[src/rtl/nes_pad_reader.sv]
// nes_pad_reader: polls a serial NES-style pad and publishes the button word.
// Latch/clock strobes are paced by a free-running poll counter and a phase counter.
module nes_pad_reader #(
    parameter int CLK_DIV     = 4,
    parameter int POLL_PERIOD = 100000
) (
    input  logic       clk,
    input  logic       reset,
    input  logic       enable,
    input  logic       pad_data,
    output logic       pad_latch,
    output logic       pad_clk,
    output logic [7:0] controller_data,
    output logic       data_valid,
    output logic       data_changed,
    output logic       busy
);

    localparam int CW = (POLL_PERIOD > 1) ? $clog2(POLL_PERIOD) : 1;
    localparam int PW = $clog2(2 * CLK_DIV + 1);

    localparam logic [CW-1:0] POLL_LAST  = CW'(POLL_PERIOD - 1);
    localparam logic [PW-1:0] HALF_LAST  = PW'(CLK_DIV - 1);
    localparam logic [PW-1:0] LATCH_LAST = PW'(2 * CLK_DIV - 1);

    typedef enum logic [2:0] {
        IDLE,
        LATCH,
        READ_LO,
        READ_HI,
        DONE
    } state_t;

    state_t        state;
    logic [CW-1:0] poll_cnt;
    logic          tick;
    logic          pending;
    logic          start;
    logic          sync_meta;
    logic          sync_data;
    logic [7:0]    shift_reg;
    logic [7:0]    next_word;
    logic [2:0]    bit_idx;
    logic [PW-1:0] phase;

    assign tick  = (poll_cnt == POLL_LAST);
    assign start = pending | (tick & enable);

    // Two-flop synchronizer; idles high like an unpressed, pulled-up pad line
    always_ff @(posedge clk) begin
        if (reset) begin
            sync_meta <= 1'b1;
            sync_data <= 1'b1;
        end else begin
            sync_meta <= pad_data;
            sync_data <= sync_meta;
        end
    end

    // Free-running poll counter; the wrap cycle is the poll tick
    always_ff @(posedge clk) begin
        if (reset) begin
            poll_cnt <= '0;
        end else if (tick) begin
            poll_cnt <= '0;
        end else begin
            poll_cnt <= poll_cnt + 1'b1;
        end
    end

    // Shift register with the current bit replaced by the inverted pad level
    always_comb begin
        next_word          = shift_reg;
        next_word[bit_idx] = ~sync_data;
    end

    // Frame sequencer with registered strobes and publish pulses
    always_ff @(posedge clk) begin
        if (reset) begin
            state           <= IDLE;
            pending         <= 1'b0;
            shift_reg       <= 8'h00;
            bit_idx         <= 3'd0;
            phase           <= '0;
            pad_latch       <= 1'b0;
            pad_clk         <= 1'b0;
            controller_data <= 8'h00;
            data_valid      <= 1'b0;
            data_changed    <= 1'b0;
            busy            <= 1'b0;
        end else begin
            data_valid   <= 1'b0;
            data_changed <= 1'b0;
            if (tick && enable) begin
                pending <= 1'b1;
            end
            unique case (state)
                IDLE: begin
                    if (start) begin
                        pending   <= 1'b0;
                        state     <= LATCH;
                        phase     <= '0;
                        pad_latch <= 1'b1;
                        busy      <= 1'b1;
                    end
                end
                LATCH: begin
                    if (phase == LATCH_LAST) begin
                        state     <= READ_LO;
                        phase     <= '0;
                        bit_idx   <= 3'd0;
                        pad_latch <= 1'b0;
                    end else begin
                        phase <= phase + 1'b1;
                    end
                end
                READ_LO: begin
                    if (phase == HALF_LAST) begin
                        phase     <= '0;
                        shift_reg <= next_word;
                        if (bit_idx == 3'd7) begin
                            state           <= DONE;
                            controller_data <= next_word;
                            data_valid      <= 1'b1;
                            data_changed    <= (next_word != controller_data);
                        end else begin
                            state   <= READ_HI;
                            pad_clk <= 1'b1;
                        end
                    end else begin
                        phase <= phase + 1'b1;
                    end
                end
                READ_HI: begin
                    if (phase == HALF_LAST) begin
                        state   <= READ_LO;
                        phase   <= '0;
                        bit_idx <= bit_idx + 1'b1;
                        pad_clk <= 1'b0;
                    end else begin
                        phase <= phase + 1'b1;
                    end
                end
                DONE: begin
                    state <= IDLE;
                    busy  <= 1'b0;
                end
                default: begin
                    state     <= IDLE;
                    pad_latch <= 1'b0;
                    pad_clk   <= 1'b0;
                    busy      <= 1'b0;
                end
            endcase
        end
    end

endmodule

[config.mk]
export PLATFORM = sky130hd
export DESIGN_NAME = nes_pad_reader
export DESIGN_NICKNAME = d
export VERILOG_FILES = /design/src/rtl/nes_pad_reader.sv
export SDC_FILE = /design/constraint.sdc
export NUM_CORES = 1
export LEC_CHECK = 0
export BUFFER_PORTS_ARGS = -buffer_cell sky130_fd_sc_hd__clkbuf_2
export CORE_UTILIZATION = 51
export CTS_BUF_LIST = sky130_fd_sc_hd__clkbuf_16
export CTS_CLUSTER_DIAMETER = 60
export CTS_CLUSTER_SIZE = 14
export DETAILED_ROUTE_END_ITERATION = 8
export PLACE_DENSITY = 0.69
export SYNTH_ARGS = -nofsm -noshare
export SYNTH_HDL_FRONTEND = slang
export SYNTH_SLANG_ARGS = --single-unit
[constraint.sdc]
create_clock -name clk -period 2.19 [get_ports clk]
set_input_delay 0.1095 -clock clk [delete_from_list [all_inputs] [get_ports clk]]
set_output_delay 0.1095 -clock clk [all_outputs]
set_load 0.01 [all_outputs]
# After elaboration in Yosys (flattened, before gate mapping)
# Cells that the tools add are included.
# totals
romBits	0
ff_bits	51
memories	0
mem_bits_rw	0
latchBits	0
# classes
muxes	28
bitwise_logic	9
addsub	3
magnitude_cmp	2
reduce_logical	20
n_mul	0
eq_ne	14
n_div	0
n_shift	0
# ops
cell	count
3-bit two-way mux	7
17-bit by 1-bit adder with 17-bit output, second input constant	1
17-bit == test, second input constant	1
4-bit two-way mux	3
3-bit case mux with 4 select lines	1
4-bit case mux with 3 select lines	1
3-bit OR reduction	4
1-bit two-way mux	10
2-bit != test, second input constant	5
3-bit AND reduction	3
8-bit bitwise mux	1
8-bit != test	1
4-bit AND reduction	2
1-bit NOT	7
3-bit by 2-bit == test with 1-bit output, second input constant	2
3-bit == test, second input constant	2
1-bit case mux with 3 select lines	2
3-bit case mux with 2 select lines	1
2-bit AND reduction	3
4-bit by 1-bit adder with 4-bit output, second input constant	1
4-bit by 2-bit == test with 1-bit output, second input constant	1
4-bit by 3-bit == test with 1-bit output, second input constant	1
3-bit by 4-bit less-than comparator with 1-bit output, second input constant	1
2-bit OR reduction	2
other kinds (12)	13

# Longest topological paths before layout
# Gate-level depths: netlist of run 1.
# logic_depth
word_depth	6
ltp_mapped	7
ltp_nobuf	6

# Worst setup path before layout of run 1
# Ideal clock, no wire load.
# synth_path
path_kind	register -> register
from	reg phase[0]
to	reg shift_reg[4]
slack_ns	0.463
t_required_ns	2.062
stages_incl_launch_ff	7
n_path_buf	0
t_arrival_ns	1.600
period_less_slack_ns	1.727
path_cell_list	dfxtp_1 ha_1 nor3b_1 nand3_1 nor4b_1 mux2i_1 nor2_1
# synth_between
elab_chain_cells	2
# synth_rtl
item	line	rtl
start: declaration	44	logic [PW-1:0] phase;
start signal: assignment	114	phase <= phase + 1'b1;
start signal: assignment	131	phase <= phase + 1'b1;
start signal: assignment	141	phase <= phase + 1'b1;
4-bit by 2-bit == test with 1-bit output	118	if (phase == HALF_LAST) begin
2-bit AND reduction (no line)	--	
end signal: assignment	120	shift_reg <= next_word;
end: declaration	41	logic [7:0] shift_reg;
# No other way between the ends.
# A chain may end at the register's enable or synchronous reset.

# Worst setup path in the final report of run 1
# layout_path
from	reg bit_idx[1]
to	reg data_changed
# layout_between
elab_chain_cells	6
elab_cells_between_ends	10
cone_classes	order compare (2); eq/ne (2); mux (3); bitwise (1); reduce/logical (2)
# layout_rtl
item	line	rtl
start: declaration	43	logic [2:0] bit_idx;
start signal: assignment	138	bit_idx <= bit_idx + 1'b1;
3-bit by 4-bit less-than comparator with 1-bit output (not written as such) or 3-bit by 1-bit greater-or-equal comparator with 1-bit output (tied branches)	74	next_word[bit_idx] = ~sync_data;
1-bit logical AND (not written as such)	74	
1-bit two-way mux (not written as such)	74	
1-bit demux with 3-bit select	74	
8-bit bitwise mux	74	
8-bit != test	125	data_changed <= (next_word != controller_data);
end signal: assignment	125	
end: declaration	15	output logic data_changed,
# Parallel ways exist; a longest one is shown, timed or not.

==> qor.txt, run 1 <==
=====================================================================================================
Status                                                                                   finished clean
DIE AREA                                                                                 0.00514 mm^2
Deepest level of the CTS H-tree                                                                     2
Number of vias in the routed layout                                                              2049
Final setup margin                                                                             144 ps
Ant. Diodes                                                                                         0
Synth top cells by count                                                                 sky130_fd_sc_hd__dfxtp_1 (51), sky130_fd_sc_hd__nor2_1 (43), sky130_fd_sc_hd__nand2_1 (25), sky130_fd_sc_hd__o21ai_0 (14), sky130_fd_sc_hd__mux2i_1 (13)
Slowest cell on the critical path                                                        sky130_fd_sc_hd__a2111oi_1
CTS Sinks                                                                                          51
Largest fanout of any net on the critical path                                                     16
Cells traversed along the worst timing path                                              buf_4 > or3_1 > a32oi_1 > o21ai_0 > a2111oi_1 > a31oi_1
Number of flip-flops in the largest register                                                       17
Die height                                                                                    71.7 um
Setup repair after global routing missed its margin                                                no
Post-Synth Simple-Gate Area                                                                     0.273
Clock skew                                                                                    3.12 ps
Area growth from synthesis to layout                                                            13.2%
Routed wire length                                                                            4.92 mm
Final setup violation count                                                                         0
Net count of the mapped netlist                                                                   296
Number of rows in the core area                                                                    24
Post-route ant nets                                                                                 0
Post-synthesis share of cell area spent on full adders, half adders and majority gates         0.0202
Worst-margin pin slew                                                                          536 ps
Worst hold stages                                                                                   4
Number of buffer cells added on primary ports                                                      16
Root buffer selected by CTS                                                              sky130_fd_sc_hd__clkbuf_16
Fraction of the cycle the final worst path needs                                                0.934
Total global routing track utilization                                                          0.212
Number of buffers on the longest clock path                                                         2
Fraction of registers with async set/reset                                                          0
Number of distinct library cells after synthesis                                                   49
Horizontal die dimension                                                                      71.7 um
Arrival time at the worst endpoint                                                            2210 ps
Number of warnings printed during yosys synthesis                                                   0
Worst hold path class                                                                       in -> reg
Upper clock frequency limit                                                                   489 MHz
Critical Path Sink Type                                                                          flop
CP Launch Type                                                                                   flop
Area share of the largest cell type after synthesis                                             0.412
Number of antenna violations at the first check in global routing                                   0
Setup slack after placement                                                                   97.3 ps
Number of iterations in the first detailed-routing pass                                             4
Cell Pwr Density                                                                          631 mW/mm^2
Total negative slack                                                                             0 ps
Startpoint of the most critical hold path                                                       reset
Leading area contributor after synthesis                                                 sky130_fd_sc_hd__dfxtp_1
Post-synthesis instance area                                                             0.00248 mm^2
Post-CTS Setup Bufs                                                                                 0
Clock edge transition at the registers on the reported setup and hold paths                     70 ps
Leak Pwr                                                                                      1.08 nW
Placer Congestion                                                                               0.840
Hold Vio Cnt, Final                                                                                 0
Post-synthesis instance total                                                                     288
Count of nets after finishing                                                                     317
Total congestion overflow after global routing                                                      0
Clock buffer count from CTS                                                                         5
Most numerous cell in the Yosys netlist                                                  sky130_fd_sc_hd__dfxtp_1
Clock latency at the later pin of the worst-skew pair                                          290 ps
Share of cell area taken by muxes after synthesis                                              0.0571
Pins Over Slew Limit                                                                                0
Count of buffering cells on the critical path with inverters included                               1
Wire length of the first global-routing pass                                                  8.56 mm
Post-DP HPWL                                                                                  3.51 mm
EDFF count, synth                                                                                   0
Pin count of the biggest net entering global routing                                               25
Worst min-delay path endpoint                                                            phase[2]$_SDFFE_PP0P_
Pwr Total                                                                                     1.77 mW
Complex-gate fraction of the synthesized area                                                   0.127
Main flop type after synthesis                                                           sky130_fd_sc_hd__dfxtp_1
Capture instance of the worst register-to-register path                                  data_changed$_SDFF_PP0_
Peak supply drop                                                                             0.471 mV
Remaining max-slew budget at the tightest pin                                                   0.640
Top Ports                                                                                          17
Via density                                                                                      5.66
Number of remaining DRC errors                                                                      0
Max stage delay on crit path                                                                   510 ps
Starting Density                                                                                0.550
Clock tree from TritonCTS                                                                         yes
Utilization after layout                                                                        0.623
Largest family of logic cells by synthesized area                                        simple AND/OR/NAND/NOR gates
Worst Path Class, Setup                                                                    reg -> reg
Parity-gate share of the synthesized area counting xor and xnor cells                          0.0707
Routed WL per cell                                                                            13.6 um
Detailed Route Iter0 Violations                                                                   156
Top Family by Delay on Critical Path                                                     compound AO/OA/AOI/OAI gates
Max-cap viol count                                                                                  0
Seq cells post-synth                                                                               51
Tmin final                                                                                    2050 ps
Data required time at the worst endpoint                                                      2350 ps
Worst r2r src                                                                            bit_idx[1]$_SDFFE_PP0P_
CORE AREA                                                                                0.00450 mm^2
Share of layout cells above drive strength 1                                                    0.148
Via count of the first global-routing pass                                                       1893
FF-to-FF setup slack                                                                           140 ps
Mean post-synth cell area                                                                   8.60 um^2
Worst-case reg-to-reg path depth                                                                    6
Ranking of synthesized cells by area                                                     sky130_fd_sc_hd__dfxtp_1 (41%), sky130_fd_sc_hd__nor2_1 (6.5%), sky130_fd_sc_hd__mux2i_1 (5.3%)
Sequential-to-total area share from yosys stat                                                  0.412
=====================================================================================================
[power breakdown]
| group | internal (mW) | leakage (nW) | switching, mW |
|---|---|---|---|
| registers | 0.933 | 0.412 | 0.00463 |
| clock network | 0.430 | 0.0746 | 0.359 |
| logic | 0.0156 | 0.592 | 0.0279 |
| total | 1.38 | 1.08 | 0.392 |
[worst min-delay path: stages]
cell and delay, ps:
sky130_fd_sc_hd__clkbuf_2 90, sky130_fd_sc_hd__inv_1 80, sky130_fd_sc_hd__o311ai_1 90, sky130_fd_sc_hd__nand2_1 50
[layout make-up]
class	instances	area, um^2
Sequential cell	51	1020
Clock buffer	5	125
Inverter	7	26.3
Tap cell	52	65.1
Timing Repair Buffer	29	180
Clock inverter	3	22.5
Multi-Input combinational cell	215	1360
Fill cell	407	1700
[cell families (layout without fill, tap and decap cells)]
group                    Yosys count  count (layout)
AND/OR/NAND/NOR                  129             129
flip-flops                        51              51
AO/OA/AOI/OAI                     48              48
buffers and inverters             22              44
XOR/XNOR                          20              20
multiplexers                      14              14
adder cells (fa/ha/maj)            4               4
[cells in the final DEF, fill, tap and decap left out, types with 2 or more instances in the layout]
cell type / n
sky130_fd_sc_hd__dfxtp_1: 51
sky130_fd_sc_hd__nor2_1: 43
sky130_fd_sc_hd__nand2_1: 25
sky130_fd_sc_hd__clkbuf_2: 16
sky130_fd_sc_hd__o21ai_0: 14
sky130_fd_sc_hd__mux2i_1: 13
sky130_fd_sc_hd__buf_4: 12
sky130_fd_sc_hd__a21oi_1: 11
sky130_fd_sc_hd__xnor2_1: 11
sky130_fd_sc_hd__nand3_1: 10
sky130_fd_sc_hd__xor2_1: 9
sky130_fd_sc_hd__inv_1: 6
sky130_fd_sc_hd__nor3_1: 5
sky130_fd_sc_hd__nand2b_1: 5
sky130_fd_sc_hd__and3_1: 5
sky130_fd_sc_hd__nor3b_1: 5
sky130_fd_sc_hd__a31oi_1: 5
sky130_fd_sc_hd__clkbuf_16: 5
sky130_fd_sc_hd__nand4_1: 4
sky130_fd_sc_hd__nor4_1: 4
sky130_fd_sc_hd__or2_2: 4
sky130_fd_sc_hd__nand3b_1: 4
sky130_fd_sc_hd__a311oi_1: 4
sky130_fd_sc_hd__ha_1: 4
sky130_fd_sc_hd__a211oi_1: 3
sky130_fd_sc_hd__a2111oi_0: 2
sky130_fd_sc_hd__nor4bb_1: 2
sky130_fd_sc_hd__and2_1: 2
sky130_fd_sc_hd__inv_6: 2
[metal layers]
metal / part of all wire / wire length (um) / up-vias / GRT usage
met3: 0.032 / 159 / 6 / 0.0394
li1: - / - / 1057 / -
met2: 0.46 / 2250 / 41 / 0.340
met4: 0.015 / 72 / 0 / 0.0784
met5: 0 / 0 / - / 0
met1: 0.50 / 2440 / 945 / 0.285
[per-stage QoR]
step / hold WS, ps / instance area (um^2) / cells
after floorplan: 213 / 2480 / 288
after global placement: 295 / 2640 / 353
after detailed placement: 297 / 2640 / 353
after CTS: 167 / 2800 / 362
after global routing: 195 / 2800 / 362
final: 166 / 2800 / 362
[how the worst max path moves through the flow]
stage / slack [ps] / endpoint / start / cells past startpoint
after global placement: 20 / data_changed$_SDFF_PP0_ / bit_idx[1]$_SDFFE_PP0P_ / 6
after global routing: 30 / shift_reg[1]$_SDFFE_PP0P_ / phase[0]$_SDFFE_PP0P_ / 6
after detailed placement: 100 / data_changed$_SDFF_PP0_ / bit_idx[1]$_SDFFE_PP0P_ / 6
after floorplan: 460 / shift_reg[4]$_SDFFE_PP0P_ / phase[0]$_SDFFE_PP0P_ / 6
after CTS: 70 / data_changed$_SDFF_PP0_ / bit_idx[1]$_SDFFE_PP0P_ / 6
final: 140 / data_changed$_SDFF_PP0_ / bit_idx[1]$_SDFFE_PP0P_ / 6
[timing repair]
| item | CTS | global route |
|---|---|---|
| endpoints found under the setup margin | 0 | 2 |
| hold endpoints to repair | 1 | 0 |
| gates resized for setup | 0 | 2 |
| hold buffers | 1 | 0 |
Power figures use the tool's default switching activity.
==> inputs of run 2 (changes only) <==
Settings changed: PLACE_DENSITY 0.69 to 0.72.
Clock period 2.19 ns to 1.6 ns, I/O delays scaled along.
==> run 2 against run 1 <==
Effect of this change:
- the run now ends with setup timing left
- worst hold slack improved by 11 ps
- fmax increased by 9.3%
- flip-flop and latch count unchanged
- utilization increased by 16 points
- cell count increased by 13%
- register-to-register slack got worse by 420 ps
- clock skew increased by 2.4 ps
- worst setup slack got worse by 420 ps
- sequential power increased by 36%
- final area increased by 25%
==> qor.txt, run 2 (synthesis gave the netlist of run 1 again) <==
==========================================================================================
Status                                                                        complete, but fails checks
Violated checks                                                               setup timing
Horizontal die dimension                                                           71.7 um   unchanged
Number of buffers on the longest clock path                                              2   unchanged
Total global routing track utilization                                               0.268   +0.0560
Share of total power in the clock network                                            0.473   +0.027
Total congestion overflow after global routing                                           0   unchanged
Number of remaining DRC errors                                                           0   unchanged
Clock latency at the later pin of the worst-skew pair                               290 ps   about the same
Cell Pwr Density                                                               736 mW/mm^2   +17%
Share of layout cells above drive strength 1                                         0.398   +0.249
Total negative slack                                                              -2730 ps   -2730 ps
Worst min-delay path endpoint                                                 pending$_SDFF_PP0_
Pin count of the biggest net entering global routing                                    17   -32%
Switching power as a share of total power                                            0.209   -0.0120
Cells traversed along the worst timing path                                   buf_6 > nand3b_1 > mux2i_2 > xnor2_1 > nor4_2 > a31oi_1
Placer Congestion                                                                    0.838   -0.30%
Ant. Diodes                                                                              0   unchanged
Post-route ant nets                                                                      0   unchanged
Fraction of the cycle the final worst path needs                                      1.17   +0.236
Count of buffering cells on the critical path with inverters included                    1   unchanged
Slowest cell on the critical path                                             sky130_fd_sc_hd__nor4_2
Worst-case reg-to-reg path depth                                                         6   unchanged
Worst hold path class                                                            in -> reg
Critical Path Sink Type                                                               flop
Pins Over Slew Limit                                                                     0   unchanged
Deepest level of the CTS H-tree                                                          2   unchanged
Wire length of the first global-routing pass                                       10.7 mm   +25%
Pwr Total                                                                          2.59 mW   +46%
Switching pwr                                                                     0.541 mW   +38%
Worst r2r src                                                                 bit_idx[1]$_SDFFE_PP0P_
Internal cell power                                                                2.04 mW   +48%
Peak supply drop                                                                  0.576 mV   +22%
Largest fanout of any net on the critical path                                           6   -10
Root buffer selected by CTS                                                   sky130_fd_sc_hd__clkbuf_16
Starting Density                                                                     0.550   unchanged
Final-layout fill cell count                                                           285   -30%
Capture instance of the worst register-to-register path                       data_changed$_SDFF_PP0_
DIE AREA                                                                      0.00514 mm^2   unchanged
Sequential power share                                                               0.495   -0.035
Worst hold stages                                                                        3   -1
Number of iterations in the first detailed-routing pass                                  5   +1
Clock tree from TritonCTS                                                              yes
Number of rows in the core area                                                         24   unchanged
Tmin final                                                                         1870 ps   -174 ps
Top Family by Delay on Critical Path                                          simple AND/OR/NAND/NOR gates
Data required time at the worst endpoint                                           1730 ps   -620 ps
Upper clock frequency limit                                                        534 MHz   +9.3%
Routed wire length                                                                 7.27 mm   +48%
Max stage delay on crit path                                                        420 ps   -90 ps
Clock skew                                                                         5.48 ps   +2.36 ps
Area growth from synthesis to layout                                                 41.8%
Combinational share of power                                                         0.033   +0.008
Die height                                                                         71.7 um   unchanged
Setup repair after global routing missed its margin                                    yes
Final setup margin                                                                 -272 ps   -416 ps
Number of buffer cells added on primary ports                                           16   unchanged
Worst-margin pin slew                                                               401 ps   -135 ps
Post-place instance area                                                      0.00296 mm^2   +12%
Startpoint of the most critical hold path                                           enable
Final setup violation count                                                             36   +36
Arrival time at the worst endpoint                                                 2000 ps   -210 ps
Remaining max-slew budget at the tightest pin                                        0.729   +0.0888
Post-Layout Inst Area                                                         0.00351 mm^2   +25%
Top Ports                                                                               17   unchanged
Routed WL per cell                                                                 17.8 um   +31%
Clock edge transition at the registers on the reported setup and hold paths          70 ps   about the same
Clock buffer count from CTS                                                              5   unchanged
Count of nets after finishing                                                          364   +15%
Max-cap viol count                                                                       0   unchanged
Leak Pwr                                                                           1.38 nW   +28%
Post-DP HPWL                                                                       4.02 mm   +14%
CP Launch Type                                                                        flop
Hold Vio Cnt, Final                                                                      0   unchanged
CORE AREA                                                                     0.00450 mm^2   unchanged
Via density                                                                           5.96   +5.4%
FF-to-FF setup slack                                                               -270 ps   -420 ps
Number of vias in the routed layout                                                   2439   +19%
Number of antenna violations at the first check in global routing                        0   unchanged
Commonest cells after routing, fill and taps aside                            sky130_fd_sc_hd__buf_4 (50), sky130_fd_sc_hd__dfxtp_1 (45), sky130_fd_sc_hd__nor2_1 (40), sky130_fd_sc_hd__nand2_1 (22), sky130_fd_sc_hd__clkbuf_2 (16)
Worst Path Class, Setup                                                         reg -> reg
CTS Sinks                                                                               51   unchanged
Utilization after layout                                                             0.779   +0.157
Number of flip-flops in the largest register                                            17   unchanged
Commonest non-fill, non-tap cell in the layout                                sky130_fd_sc_hd__buf_4
Via count of the first global-routing pass                                            2325   +23%
Detailed Route Iter0 Violations                                                        144   -7.7%
==========================================================================================
## run 2: worst max path at each step
stage                            start                      end  slack (ps)  cells after the start
2_1_floorplan  poll_cnt[14]$_SDFF_PP0_    phase[2]$_SDFFE_PP0P_         -10                      5
3_3_place_gp   bit_idx[1]$_SDFFE_PP0P_  data_changed$_SDFF_PP0_        -240                      6
3_5_place_dp   bit_idx[0]$_SDFFE_PP0P_  data_changed$_SDFF_PP0_        -240                      5
4_1_cts        poll_cnt[14]$_SDFF_PP0_    phase[2]$_SDFFE_PP0P_        -140                      5
5_1_grt        bit_idx[1]$_SDFFE_PP0P_  data_changed$_SDFF_PP0_        -310                      6
6_report       bit_idx[1]$_SDFFE_PP0P_  data_changed$_SDFF_PP0_        -270                      6
## run 2: area by class of cell
| cell class | count | area, um^2 | share of cell area |
|---|---|---|---|
| clock buffers | 5 | 125 | 0.0356 |
| clock inverters | 3 | 43.8 | 0.0125 |
| inverters | 7 | 26.3 | 0.00748 |
| multi-input cells | 216 | 1660 | 0.473 |
| flip-flops and latches | 51 | 1030 | 0.294 |
| well taps | 52 | 65.1 | 0.0185 |
| repair buffers | 75 | 556 | 0.158 |
## run 2: repair_timing
| action | in CTS | in global routing |
|---|---|---|
| setup endpoints to repair | 42 | 44 |
| hold buffers | 1 | 0 |
| endpoints found under the hold margin | 1 | 0 |
| cloned | 2 | 0 |
| buffers inserted | 5 | 4 |
| gates resized for setup | 41 | 39 |
| pin swaps | 14 | 16 |
## run 2: per-layer routing
metal  part of all wire  GRT usage  vias up
met4              0.048      0.126        0
met2               0.51      0.473       94
li1                   -          -     1158
met5                  0          0        -
met3              0.048     0.0703       31
met1               0.40      0.301     1156
## run 2: worst reg2reg max path: stages, from the launching register on
cell                       delay [ps]
sky130_fd_sc_hd__dfxtp_2          350
sky130_fd_sc_hd__buf_6            130
sky130_fd_sc_hd__nand3b_1         190
sky130_fd_sc_hd__mux2i_2          300
sky130_fd_sc_hd__xnor2_1          110
sky130_fd_sc_hd__nor4_2           420
sky130_fd_sc_hd__a31oi_1          220
## run 2: power groups by stage
| stage | Combinational, mW | Clock (mW) | Sequential, mW |
|---|---|---|---|
| floorplan | 0.0389 | 0 | 1.31 |
| global placement | 0.0645 | 0 | 1.31 |
| detailed placement | 0.0654 | 0 | 1.31 |
| CTS | 0.0746 | 1.23 | 1.28 |
| global route | 0.0901 | 1.29 | 1.28 |
| finish | 0.0841 | 1.22 | 1.28 |
## run 2: metrics by stage
stage | std cells | setup WS (ps) | hold slack [ps]
5_1_grt | 409 | -309 | 191
4_1_cts | 407 | -137 | 164
3_3_place_gp | 391 | -239 | 271
2_1_floorplan | 288 | -13.0 | 184
3_5_place_dp | 391 | -245 | 267
6_report | 409 | -272 | 176
==> inputs of run 3 (changes only) <==
Settings changed: CORE_UTILIZATION 51 to 54, PLACE_DENSITY 0.72 to 0.75.
==> run 3 against run 2 <==
Effect of this change:
- the run still ends with setup timing left
- combinational power rose by 11%
- sequential share of layout area fell by 0.67 points
- global-route usage rose by 0.51 points
- count of clock-buffer cells in the layout did not move
- via count rose by 4.9%
- highest routed layer unchanged
==> qor.txt, run 3 (synthesis gave the netlist of run 1 again) <==
==========================================================================================
Final-layout fill cell count                                                           239   -16%
Worst-margin pin slew                                                               512 ps   +111 ps
Max-cap viol count                                                                       0   unchanged
Number of buffer cells added on primary ports                                           16   unchanged
Hold Vio Cnt, Final                                                                      0   unchanged
Worst Path Class, Setup                                                         reg -> reg
Routed wire length                                                                 7.77 mm   +6.8%
Post-route ant nets                                                                      0   unchanged
Tmin final                                                                         1830 ps   -46.5 ps
Cells traversed along the worst timing path                                   or4_4 > nor4_4 > buf_4 > a21oi_4 > o311ai_2 > nand2_1
Clock skew                                                                         10.1 ps   +4.62 ps
Clock latency at the later pin of the worst-skew pair                               290 ps   about the same
Met2 wire len                                                                      3.98 mm   +7.9%
Worst hold path class                                                            in -> reg
Clock tree from TritonCTS                                                              yes
Setup repair after global routing missed its margin                                    yes
DIE AREA                                                                      0.00486 mm^2   -5.4%
Starting Density                                                                     0.565   +0.0151
Final setup violation count                                                             37   +2.8%
Via count of the first global-routing pass                                            2360   +1.5%
Final Instance Count excl. Fillers                                                     414   +1.2%
Detailed Route Iter0 Violations                                                        211   +47%
Die height                                                                         69.7 um   -2.7%
Commonest cells after routing, fill and taps aside                            sky130_fd_sc_hd__buf_4 (53), sky130_fd_sc_hd__dfxtp_1 (45), sky130_fd_sc_hd__nor2_1 (42), sky130_fd_sc_hd__nand2_1 (19), sky130_fd_sc_hd__clkbuf_2 (16)
Root buffer selected by CTS                                                   sky130_fd_sc_hd__clkbuf_16
Routed WL per cell                                                                 18.8 um   +5.5%
CP Launch Type                                                                        flop
Max stage delay on crit path                                                        550 ps   +130 ps
Deepest level of the CTS H-tree                                                          2   unchanged
Share of layout cells above drive strength 1                                         0.398   about the same
Largest fanout of any net on the critical path                                           5   -1
Data required time at the worst endpoint                                           1770 ps   +40 ps
Commonest non-fill, non-tap cell in the layout                                sky130_fd_sc_hd__buf_4
Area growth from synthesis to layout                                                 45.1%
Number of iterations in the first detailed-routing pass                                  5   unchanged
Number of flip-flops in the largest register                                            17   unchanged
Fraction of the cycle the final worst path needs                                      1.14   -0.0291
Pin count of the biggest net entering global routing                                    16   -1
Clock edge transition at the registers on the reported setup and hold paths          70 ps   about the same
Utilization after layout                                                             0.819   +0.0399
CTS Sinks                                                                               51   unchanged
Final setup margin                                                                 -225 ps   +46.5 ps
Via density                                                                           6.18   +3.7%
Number of buffers on the longest clock path                                              2   unchanged
Remaining max-slew budget at the tightest pin                                        0.658   -0.0710
Wire length on met3                                                                 381 um   +9.5%
Total global routing track utilization                                               0.273   +0.00507
Total congestion overflow after global routing                                           0   unchanged
Wire length of the first global-routing pass                                       10.7 mm   -0.58%
Top Ports                                                                               17   unchanged
Leak Pwr                                                                           1.45 nW   +4.5%
Number of placed instances with taps included                                          391   unchanged
Pins Over Slew Limit                                                                     0   unchanged
Number of remaining DRC errors                                                           0   unchanged
Number of antenna violations at the first check in global routing                        0   unchanged
Number of rows in the core area                                                         24   unchanged
Horizontal die dimension                                                           69.7 um   -2.7%
Violated checks                                                               setup timing
CORE AREA                                                                     0.00438 mm^2   -2.7%
Post-DP HPWL                                                                       3.86 mm   -4.0%
Upper clock frequency limit                                                        548 MHz   +2.5%
Clock buffer count from CTS                                                              5   unchanged
Slowest cell on the critical path                                             sky130_fd_sc_hd__or4_4
Arrival time at the worst endpoint                                                 2000 ps   about the same
Count of nets after finishing                                                          369   +1.4%
Ant. Diodes                                                                              0   unchanged
Number of vias in the routed layout                                                   2559   +4.9%
Critical Path Sink Type                                                               flop
Status                                                                        complete, but fails checks
Placer Congestion                                                                    0.816   -2.6%
Peak supply drop                                                                  0.676 mV   +17%
Met1 WL                                                                            3.09 mm   +7.2%
Top metal layer carrying routed signals                                               met4
Cell Pwr Density                                                               720 mW/mm^2   -2.3%
==========================================================================================
-- run 3: area by class of cell --
| type | count | area (um^2) | area share |
|---|---|---|---|
| Clock buffer | 5 | 125 | 0.0348 |
| Clock inverter | 3 | 38.8 | 0.0108 |
| Inverter | 7 | 26.3 | 0.00731 |
| Multi-Input combinational cell | 216 | 1700 | 0.473 |
| Sequential cell | 51 | 1030 | 0.288 |
| Tap cell | 52 | 65.1 | 0.0181 |
| Timing Repair Buffer | 80 | 604 | 0.168 |
-- run 3: worst max-delay path: cells and delay by family (launching register included) --
kind,cells,cell delay [ps]
and+or+nand+nor,3,870
DFF,1,320
buffers and inverters,1,180
AOI/OAI and AO/OA,2,330
-- run 3: final timing paths --
check | cells after the start | start | end | slack, ps
max | 6 | poll_cnt[14]$_SDFF_PP0_ | phase[2]$_SDFFE_PP0P_ | -230
min | 2 | reset | pad_latch$_SDFFE_PP0P_ | 230
max reg2reg | 6 | poll_cnt[14]$_SDFF_PP0_ | phase[2]$_SDFFE_PP0P_ | -230
min reg2reg | 1 | sync_meta$_SDFF_PP1_ | sync_data$_SDFF_PP1_ | 410
-- run 3: report_power, final --
group	total (mW)	switching (mW)	internal [mW]
Clock	1.21	0.482	0.731
Sequential	1.28	0.00466	1.27
Combinational	0.0934	0.0549	0.0386
Total	2.58	0.542	2.04
-- run 3: layer usage --
layer  vias to the layer above  global-route usage
met3                        37              0.0378
met1                      1227               0.321
li1                       1164                   -
met4                         0               0.104
met5                         -                   0
met2                       131               0.501
-- run 3: through the flow --
step / TNS (ps) / hold slack, ps / area [um^2] / power [mW] / worst slack (ps)
final: -4980 / 228 / 3590 / 2.58 / -225
after global routing: -7100 / 242 / 3590 / 2.64 / -280
after CTS: -469 / 177 / 3290 / 2.56 / -112
after detailed placement: -1820 / 268 / 2960 / 1.38 / -217
after global placement: -981 / 264 / 2960 / 1.38 / -149
after floorplan: -13.0 / 184 / 2520 / 1.35 / -13.0
-- run 3: repair_timing --
item	CTS	global route
endpoints found under the setup margin	35	45
cloned	1	1
resized for setup	30	56
hold endpoints to repair	1	0
setup buffers	3	10
hold buffers	1	0
pin swaps	12	19
